### config.mk
export PLATFORM = sky130hd
export DESIGN_NAME = fir_pe_collector
export DESIGN_NICKNAME = d
export VERILOG_FILES = /design/src/rtl/fir_pe_pkg.sv /design/src/rtl/fir_pe_sync_fifo.sv /design/src/rtl/fir_pe_collector.sv
export SDC_FILE = /design/constraint.sdc
export NUM_CORES = 1
export LEC_CHECK = 0
export ABC_AREA = 1
export CAP_MARGIN = 15
export CORE_UTILIZATION = 40
export DETAILED_ROUTE_END_ITERATION = 8
export SETUP_SLACK_MARGIN = 0.4
export SYNTH_ARGS = -nofsm -noshare
export SYNTH_HDL_FRONTEND = slang
export SYNTH_HIERARCHICAL = 1
export SYNTH_SLANG_ARGS = --single-unit
### constraint.sdc
create_clock -name clk -period 5.7 [get_ports clk]
set_clock_uncertainty 0.15 [all_clocks]
set_input_delay 1.14 -clock clk [delete_from_list [all_inputs] [get_ports clk]]
set_output_delay 1.14 -clock clk [all_outputs]
set_load 0.01 [all_outputs]
### src/rtl/fir_pe_pkg.sv
// Shared constants and types for the FIR_PE nibble-stream collector.
// Word geometry, assembler FSM encoding and the buffered word-pair layout.
package fir_pe_pkg;

    localparam int unsigned NIB_W        = 4;
    localparam int unsigned NIB_PER_WORD = 4;
    localparam int unsigned WORD_W       = NIB_W * NIB_PER_WORD;
    localparam int unsigned IDX_W        = $clog2(NIB_PER_WORD);

    typedef enum logic [0:0] {
        IDLE  = 1'b0,
        SHIFT = 1'b1
    } state_e;

    typedef struct packed {
        logic [WORD_W-1:0] x;
        logic [WORD_W-1:0] y;
    } word_pair_t;

endpackage

### src/rtl/fir_pe_sync_fifo.sv
// Synchronous FIFO with a registered head word; a push is accepted when full
// only if a pop frees a slot in the same cycle.
module fir_pe_sync_fifo #(
    parameter int unsigned WIDTH = 32,
    parameter int unsigned DEPTH = 4
) (
    input  logic             clk,
    input  logic             nReset,
    input  logic             clear_i,
    input  logic             push_i,
    input  logic             pop_i,
    input  logic [WIDTH-1:0] data_i,
    output logic             accept_o,
    output logic             valid_o,
    output logic [WIDTH-1:0] data_o
);

    localparam int unsigned PTR_W = $clog2(DEPTH);
    localparam int unsigned CNT_W = PTR_W + 1;

    logic [WIDTH-1:0] mem_q [DEPTH];
    logic [PTR_W-1:0] wr_ptr_q, wr_ptr_d;
    logic [PTR_W-1:0] rd_ptr_q, rd_ptr_d;
    logic [CNT_W-1:0] count_q, count_d;
    logic [WIDTH-1:0] head_q, head_d;
    logic             valid_q, valid_d;
    logic             do_push, do_pop;

    always_comb begin
        do_pop   = pop_i && (count_q != '0);
        do_push  = push_i && ((count_q != CNT_W'(DEPTH)) || do_pop);
        wr_ptr_d = wr_ptr_q + PTR_W'(do_push);
        rd_ptr_d = rd_ptr_q + PTR_W'(do_pop);
        count_d  = count_q + CNT_W'(do_push) - CNT_W'(do_pop);
        // Head register pre-loads the next entry; write-through when the
        // slot about to become the head is being written this cycle.
        if (count_d == '0) begin
            head_d = head_q;
        end else if (do_push && (rd_ptr_d == wr_ptr_q)) begin
            head_d = data_i;
        end else begin
            head_d = mem_q[rd_ptr_d];
        end
        valid_d = (count_d != '0);
        if (clear_i) begin
            wr_ptr_d = '0;
            rd_ptr_d = '0;
            count_d  = '0;
            head_d   = '0;
            valid_d  = 1'b0;
        end
    end

    always_ff @(posedge clk) begin
        if (!clear_i && do_push) begin
            mem_q[wr_ptr_q] <= data_i;
        end
    end

    always_ff @(posedge clk or negedge nReset) begin
        if (!nReset) begin
            wr_ptr_q <= '0;
            rd_ptr_q <= '0;
            count_q  <= '0;
            head_q   <= '0;
            valid_q  <= 1'b0;
        end else begin
            wr_ptr_q <= wr_ptr_d;
            rd_ptr_q <= rd_ptr_d;
            count_q  <= count_d;
            head_q   <= head_d;
            valid_q  <= valid_d;
        end
    end

    assign accept_o = do_push && !clear_i;
    assign valid_o  = valid_q;
    assign data_o   = head_q;

endmodule

### src/rtl/fir_pe_collector.sv
// Collector at the tail of the FIR_PE array: reassembles LS-nibble-first X/Y
// words and buffers them for a valid/ready consumer.
module fir_pe_collector
    import fir_pe_pkg::*;
#(
    parameter int unsigned FIFO_DEPTH = 4,
    parameter int unsigned CNT_W      = 8
) (
    input  logic              clk,
    input  logic              nReset,
    input  logic              Vld,
    input  logic [NIB_W-1:0]  Xin,
    input  logic [NIB_W-1:0]  Yin,
    input  logic              clear,
    output logic              m_valid,
    input  logic              m_ready,
    output logic [WORD_W-1:0] m_x,
    output logic [WORD_W-1:0] m_y,
    output logic              overflow,
    output logic              frame_err,
    output logic [CNT_W-1:0]  word_cnt
);

    localparam int unsigned SH_W = WORD_W - NIB_W;

    state_e           state_q, state_d;
    logic [IDX_W-1:0] idx_q, idx_d;
    logic [SH_W-1:0]  xsh_q, xsh_d;
    logic [SH_W-1:0]  ysh_q, ysh_d;
    logic             ovf_q, ovf_d;
    logic             ferr_q, ferr_d;
    logic [CNT_W-1:0] cnt_q, cnt_d;
    logic             push_req;
    logic             fifo_accept;
    word_pair_t       push_pair, head_pair;

    // Earlier nibbles sit in the shift registers LS-first; the final nibble
    // is taken straight from the lanes on the completing edge.
    assign push_pair.x = {Xin, xsh_q};
    assign push_pair.y = {Yin, ysh_q};

    always_comb begin
        state_d  = state_q;
        idx_d    = idx_q;
        xsh_d    = xsh_q;
        ysh_d    = ysh_q;
        ferr_d   = 1'b0;
        push_req = 1'b0;
        case (state_q)
            IDLE: begin
                if (Vld) begin
                    state_d = SHIFT;
                    idx_d   = IDX_W'(1);
                    xsh_d   = {Xin, xsh_q[SH_W-1:NIB_W]};
                    ysh_d   = {Yin, ysh_q[SH_W-1:NIB_W]};
                end
            end
            SHIFT: begin
                if (!Vld) begin
                    state_d = IDLE;
                    idx_d   = '0;
                    ferr_d  = 1'b1;
                end else if (idx_q == IDX_W'(NIB_PER_WORD - 1)) begin
                    state_d  = IDLE;
                    idx_d    = '0;
                    push_req = 1'b1;
                end else begin
                    idx_d = idx_q + IDX_W'(1);
                    xsh_d = {Xin, xsh_q[SH_W-1:NIB_W]};
                    ysh_d = {Yin, ysh_q[SH_W-1:NIB_W]};
                end
            end
            default: begin
                state_d = IDLE;
                idx_d   = '0;
            end
        endcase
        if (clear) begin
            state_d  = IDLE;
            idx_d    = '0;
            ferr_d   = 1'b0;
            push_req = 1'b0;
        end
    end

    always_comb begin
        ovf_d = ovf_q;
        cnt_d = cnt_q;
        if (push_req && !fifo_accept) begin
            ovf_d = 1'b1;
        end
        if (fifo_accept) begin
            cnt_d = cnt_q + CNT_W'(1);
        end
        if (clear) begin
            ovf_d = 1'b0;
            cnt_d = '0;
        end
    end

    always_ff @(posedge clk or negedge nReset) begin
        if (!nReset) begin
            state_q <= IDLE;
            idx_q   <= '0;
            xsh_q   <= '0;
            ysh_q   <= '0;
            ovf_q   <= 1'b0;
            ferr_q  <= 1'b0;
            cnt_q   <= '0;
        end else begin
            state_q <= state_d;
            idx_q   <= idx_d;
            xsh_q   <= xsh_d;
            ysh_q   <= ysh_d;
            ovf_q   <= ovf_d;
            ferr_q  <= ferr_d;
            cnt_q   <= cnt_d;
        end
    end

    fir_pe_sync_fifo #(
        .WIDTH (2 * WORD_W),
        .DEPTH (FIFO_DEPTH)
    ) u_fifo (
        .clk      (clk),
        .nReset   (nReset),
        .clear_i  (clear),
        .push_i   (push_req),
        .pop_i    (m_ready),
        .data_i   (push_pair),
        .accept_o (fifo_accept),
        .valid_o  (m_valid),
        .data_o   (head_pair)
    );

    assign m_x       = head_pair.x;
    assign m_y       = head_pair.y;
    assign overflow  = ovf_q;
    assign frame_err = ferr_q;
    assign word_cnt  = cnt_q;

endmodule

After elaboration in Yosys (flattened, before gate mapping)
Memories as Yosys holds them, arrays and structs flattened.
Cells that the tools add are included.

operators by class
  add/sub/neg operators = 6
  eq/ne operators = 8
  muxes and demuxes = 38
  bitwise gates (word level) = 1
  reductions and logical operators = 14

operator list
  cell                 count
  $mux 32              3
  $mux 12              6
  $pmux 12 s2          2
  $mux 1               16
  $mux 8               2
  $mux 2               6
  $add 8x1->8 const B  1
  $ne 2x2->1 const B   4
  $ne 3x3->1 const B   2
  $reduce_bool 3->1    2
  $logic_and 1x1->1    5
  $add 2x1->2          2
  $pmux 2 s2           1
  $reduce_bool 2->1    2
  $add 3x1->3          1
  $logic_not 3->1      1
  $mux 3               1
  $reduce_and 3->1     1
  $sub 3x1->3          1
  $add 2x1->2 const B  1
  $eq 2x2->1           1
  $eq 2x2->1 const B   1
  $logic_not 1->1      2
  $pmux 1 s2           1
  other kinds (2)      2

storage, ports and cells
  register bits after elaboration = 77
  bits in writable memories = 128
  bits of input ports = 13
  output and inout bits = 43
  logic and storage cells = 80
  memories = 1

memories
  name          depth  bits a word  rd ports  clocked after Yosys merged registers in  wr ports  RTL line                text
  u_fifo.mem_q  4      32           1         0                                        1         fir_pe_sync_fifo.sv:21  logic [WIDTH-1:0] mem_q [DEPTH];

Logic depth before layout (Yosys ltp)
  depth after elaboration = 11
  mapped depth = 20
  mapped depth without buffers = 18

By module
Netlist, hierarchy kept.

modules (own cells, without submodules)
  module            instances  cells each  area each (µm²)
  fir_pe_sync_fifo  1          682         7,270.7
  fir_pe_collector  1          169         1,535.2

Worst setup path before layout
No wires, ideal clock.

  path type = input to register
  start point = in Vld
  end point = mem u_fifo.mem_q[1][0], enable pin
  setup time = 0.461 ns
  arrival time = 4.056 ns
  data required time = 5.089 ns
  setup slack = 1.033 ns
  cell stages on the path = 5
  buffers on the path = 0
  cells stage by stage = inv_1 nor3_4 nand2_1 or2_2 nor3_1

between the ends
  longest elaborated chain between the ends = 7

RTL lines
  element                       RTL line                text
  start: declaration            fir_pe_collector.sv:11  input logic Vld,
  $mux 1                        fir_pe_collector.sv:59  if (!Vld) begin
  $mux 1                        fir_pe_collector.sv:49  case (state_q)
  $mux 1                        fir_pe_collector.sv:78  if (clear) begin
  named net push_req            fir_pe_collector.sv:33  logic push_req;
  $logic_and 1x1->1             fir_pe_sync_fifo.sv:31  do_push = push_i && ((count_q != CNT_W'(DEPTH)) || do_pop);
  $logic_and 1x1->1             fir_pe_sync_fifo.sv:55  if (!clear_i && do_push) begin
  $mux 1                        fir_pe_sync_fifo.sv:55
  $mux 1 (not written as such)  fir_pe_sync_fifo.sv:56  mem_q[wr_ptr_q] <= data_i;
  end: declaration              fir_pe_sync_fifo.sv:21

The timed path passes the listed nets, and every way through them passes these cells.

Final worst setup path
  start point = in Vld
  end point = reg u_fifo.head_q[21], in the netlist u_fifo/data_o[21]

between the ends
  longest elaborated chain between the ends = 8
  elaborated cells between the ends (all ways) = 12
  classes of those cells = add/sub (2); eq/ne (1); mux (6); reduce/logical (3)

RTL lines
  element                                                 RTL line                                        text
  $mux 1 *                                                fir_pe_collector.sv:59
  $mux 1 *                                                fir_pe_collector.sv:49
  $mux 1 *                                                fir_pe_collector.sv:78
  named net push_req                                      fir_pe_collector.sv:33
  $logic_and 1x1->1 *                                     fir_pe_sync_fifo.sv:31
  $add 3x1->3 or $logic_and 1x1->1 (tied branches)        fir_pe_sync_fifo.sv:34, fir_pe_sync_fifo.sv:39
  $sub 3x1->3 or $mux 32 (tied branches)                  fir_pe_sync_fifo.sv:34, fir_pe_sync_fifo.sv:39
  $logic_not 3->1 or $mux 32 (tied branches)              fir_pe_sync_fifo.sv:37                          if (count_d == '0) begin
  $ne 2x2->1 (no source line) or $mux 32 (tied branches)  -
  end signal: assignment                                  fir_pe_sync_fifo.sv:65                          head_q <= '0;
  end signal: assignment                                  fir_pe_sync_fifo.sv:71                          head_q <= head_d;
  end: declaration                                        fir_pe_sync_fifo.sv:25                          logic [WIDTH-1:0] head_q, head_d;

Mark *: on every way through the listed nets, which the timed path passes. The rest lies on a longest branch. The select of a mux whose other input is x is not followed.
A chain may end at the register's enable or synchronous reset.

==> impl_metrics.csv <==
group,metric,value,unit
place,dp_hpwl,10700,um
sta,fin_crit,4.21,ns
power,comb_power_share,35.1,%
synthesis,synth_top_area_share,43.6,%
synthesis,seq_area_frac_synth,65.5,%
hold_path,holdCritPathClass,"reg2reg",
critical_path,path_delay_family,"buffers and inverters",
drt,wl_per_cell,16.8,um
global_routing,antenna_found_initial,0,
sta,period_share,73.8,%
critical_path,cp_num_buf_inv,7,
critical_path,startpoint,"Vld",
drt,drc,0,
clock_network,ctsHtreeMaxLevel,1,
finish,fillers,1965,
power,leakage,0.00423,uW
finish,num-nets-final,924,
sta,hold_viol_final,0,
sta,rsz0062_at_grt,"false",
finish,diodes,0,
floorplan,core.rowCount,53,
clock_network,root_buffer,"clkbuf_16",
hold_path,min_from,"u_fifo/data_o[3]",
flow_run,cap_violations,0,
sta,tightest_slew,1.10,ns
critical_path,path_common_cell,"inv_1",
critical_path,cp.arrival,4.50,ns
power,p_seq_share,37.4,%
drt,vias,5905,
clock_network,post_cts_resized,0,
global_routing,first_global_vias,5817,
clock_network,cts_setup_buffers,0,
drt,vias_per_cell,4.94,
power,cellPowerDensity,480,nW/um^2
floorplan,dieArea,22600,um^2
clock_network,cts_sinks,205,
critical_path,critical_path.max_stage_delay,0.52,ns
synthesis,avgSynthCellArea,10.3,um^2
finish,areaGrowthSynthToFinish,15.9,%
sta,hold_slack,0.330,ns
sta,setup_viol,0,
clock_network,cts_hold_buf,0,
synthesis,synth-seq-cells,205,
power,p_int,3110,uW
sta,maxSlewViolCount,0,
clock_network,cts_buffers,23,
floorplan,io-pin-count,56,
synthesis,syn_nets,871,
clock_network,clk_latency,0.50,ns
global_routing,overflow,0,
global_routing,grt_pass1_wl,32200,um
critical_path,crit_path_max_fanout,25,
floorplan,start_util,41.4,%
critical_path,worstPathCellList,"clkdlybuf4s50_1 > buf_4 > inv_1 > nor3_4 > nand2_1 > ha_1 > inv_1 > ha_1 > inv_1 > fa_1 > inv_1 > nor2_1 > nand2_2 > nor2_4 > buf_4 > nand2_1 > nand2_1",
critical_path,required,5.99,ns
critical_path,crit_path_top_delay_cell,"fa_1",
critical_path,critPathLaunchType,"input port",
synthesis,yosysUniqueCellTypes,31,
power,p_clk_share,27.5,%
status,outcome,"finished, final reports clean",
critical_path,rr_startpoint,"idx_q[0]",
sta,relSlewSlack,26.4,%
synthesis,synth_top_cell_by_area,"edfxtp_1",
global_routing,grt.total_usage,18.7,%
critical_path,worstSetupEndpointType,"flip-flop",
drt,postRouteAntennaNets,0,
synthesis,syn_inst,851,
power,p_sw,1780,uW
sta,max_freq,238,MHz
clock_network,clk_pin_slew,0.06,ns
place,place_congestion,0.729,
floorplan,die_y,150,um
critical_path,path_class,"in2reg",
synthesis,yosys-top-cells-area,"edfxtp_1, dfrtp_1, nand2_1",
power,p_sw_share,36.4,%
floorplan,die_x,150,um
sta,tns,0,ns
drt,dr.pass1.iters,5,
floorplan,core,21300,um^2
synthesis,syn_area,8810,um^2
drt,drt_wl_total,20000,um
clock_network,cts_tree,"done",
drt,drt_iter0_markers,425,
power,ir_worst_vdd,0.000272,V
synthesis,yosysWarnings,6,
clock_network,cts_buffer_depth,3,
place,port_buffers,55,
global_routing,grt_max_degree,66,
finish,final_layout_size_suffix_gt1_share,9.13,%
finish,fin_util,47.9,%
==> worst register-to-register path, cell delays in order (launching register included) <==
cell     delay, ns
dfrtp_1       0.37
ha_1          0.15
nand2_1       0.27
nor3_4        0.29
nand2_1       0.12
ha_1          0.30
inv_1         0.06
ha_1          0.13
inv_1         0.05
fa_1          0.52
inv_1         0.04
nor2_1        0.25
nand2_2       0.12
nor2_4        0.22
buf_4         0.39
nand2_1       0.12
nand2_1       0.08
==> layer usage <==
metal / track usage [%] / part of all wire (%) / vias up
met5: 0 / 0 / -
met4: 5.51 / 2.3 / 0
met3: 2.61 / 5.0 / 38
met2: 30.1 / 45 / 161
met1: 26.3 / 47 / 2800
li1: - / - / 2906
==> synth_stat cells <==
cell,instances
nand2_4,2
o21ai_0,64
or2_2,1
edfxtp_1,128
nand2_2,14
nor2_8,1
nor3_4,1
inv_2,4
buf_2,16
inv_1,63
xnor2_1,1
a21oi_4,1
a22oi_1,1
fa_1,1
clkbuf_2,2
nand3_4,1
a21oi_1,14
dfrtp_1,77
nand4_1,1
nand2_1,174
nor2_1,153
ha_1,6
nor2_4,2
nand3_1,46
o21ai_1,42
buf_8,1
nor3_1,6
nand3_2,3
buf_4,10
nor2_2,2
buf_6,13
==> kinds of logic after synthesis <==
| family | after synthesis | share of synthesized area (%) |
|---|---|---|
| flops | 205 | 65.5 |
| xor+xnor | 1 | 0.0995 |
| compound gates | 122 | 7.09 |
| simple gates | 407 | 19.6 |
| fa+ha+maj | 7 | 1.08 |
| buf+inv | 109 | 6.56 |
==> power groups by stage <==
stage / sequential, uW / clock [uW] / combinational, uW
floorplan: 1880 / 0 / 1260
global placement: 1860 / 0 / 1710
detailed placement: 1860 / 0 / 1730
CTS: 1830 / 1370 / 1740
global route: 1850 / 1430 / 1960
finish: 1830 / 1350 / 1720
==> through the flow <==
step	std cells	power [uW]	instance area [um^2]	worst slack [ns]
finish	1195	4900	10200	1.49
floorplan	851	3140	8810	1.03
global placement	1154	3570	9520	1.05
detailed placement	1154	3590	9520	0.984
global route	1195	5240	10200	1.23
CTS	1195	4940	10200	1.50
==> state kept, by name, indices dropped and copies added (netlist names), 2 cells and up <==
name             flops
word_cnt             8
u_fifo/mem_q       128
u_fifo/rd_ptr_q      2
idx_q                2
ysh_q               12
u_fifo/wr_ptr_q      2
u_fifo/count_q       3
u_fifo/data_o       32
xsh_q               12
==> area by class of cell <==
type / count / area [um^2] / area share (%)
clock inverter: 7 / 36.3 / 0.356
sequential: 205 / 5770 / 56.6
clock buffer: 34 / 647 / 6.34
tap: 275 / 344 / 3.37
multi-input combinational: 537 / 2480 / 24.3
timing repair buffer: 70 / 673 / 6.60
inverter: 67 / 251 / 2.47
==> final timing paths <==
check | endpoint | cells past startpoint | slack [ns]
worst max register to register | u_fifo/data_o[21] | 16 | 2.03
worst max-delay path | u_fifo/data_o[21] | 17 | 1.49
worst min register to register | u_fifo/data_o[3] | 2 | 0.33
max in group asynchronous | u_fifo/data_o[10] | 2 | 3.99
min in group asynchronous | u_fifo/data_o[30] | 1 | 0.46
worst min-delay path | u_fifo/data_o[3] | 2 | 0.33
==> cells in the final DEF (no fill, tap or decap), types with 2 or more instances in the layout <==
cell / instances
nand2_1: 174
nor2_1: 153
edfxtp_1: 128
dfrtp_1: 77
o21ai_0: 64
inv_1: 63
clkdlybuf4s50_1: 54
nand3_1: 46
o21ai_1: 42
clkbuf_16: 23
buf_4: 15
a21oi_1: 14
nand2_2: 14
clkbuf_1: 8
ha_1: 5
clkinv_2: 4
inv_2: 4
nor3_2: 4
nand3_2: 3
clkbuf_8: 3
nor3_1: 2
nor2_2: 2
nor2_4: 2
clkinv_1: 2
nand2_4: 2
Note: power is estimated with default switching activity, not from simulation.
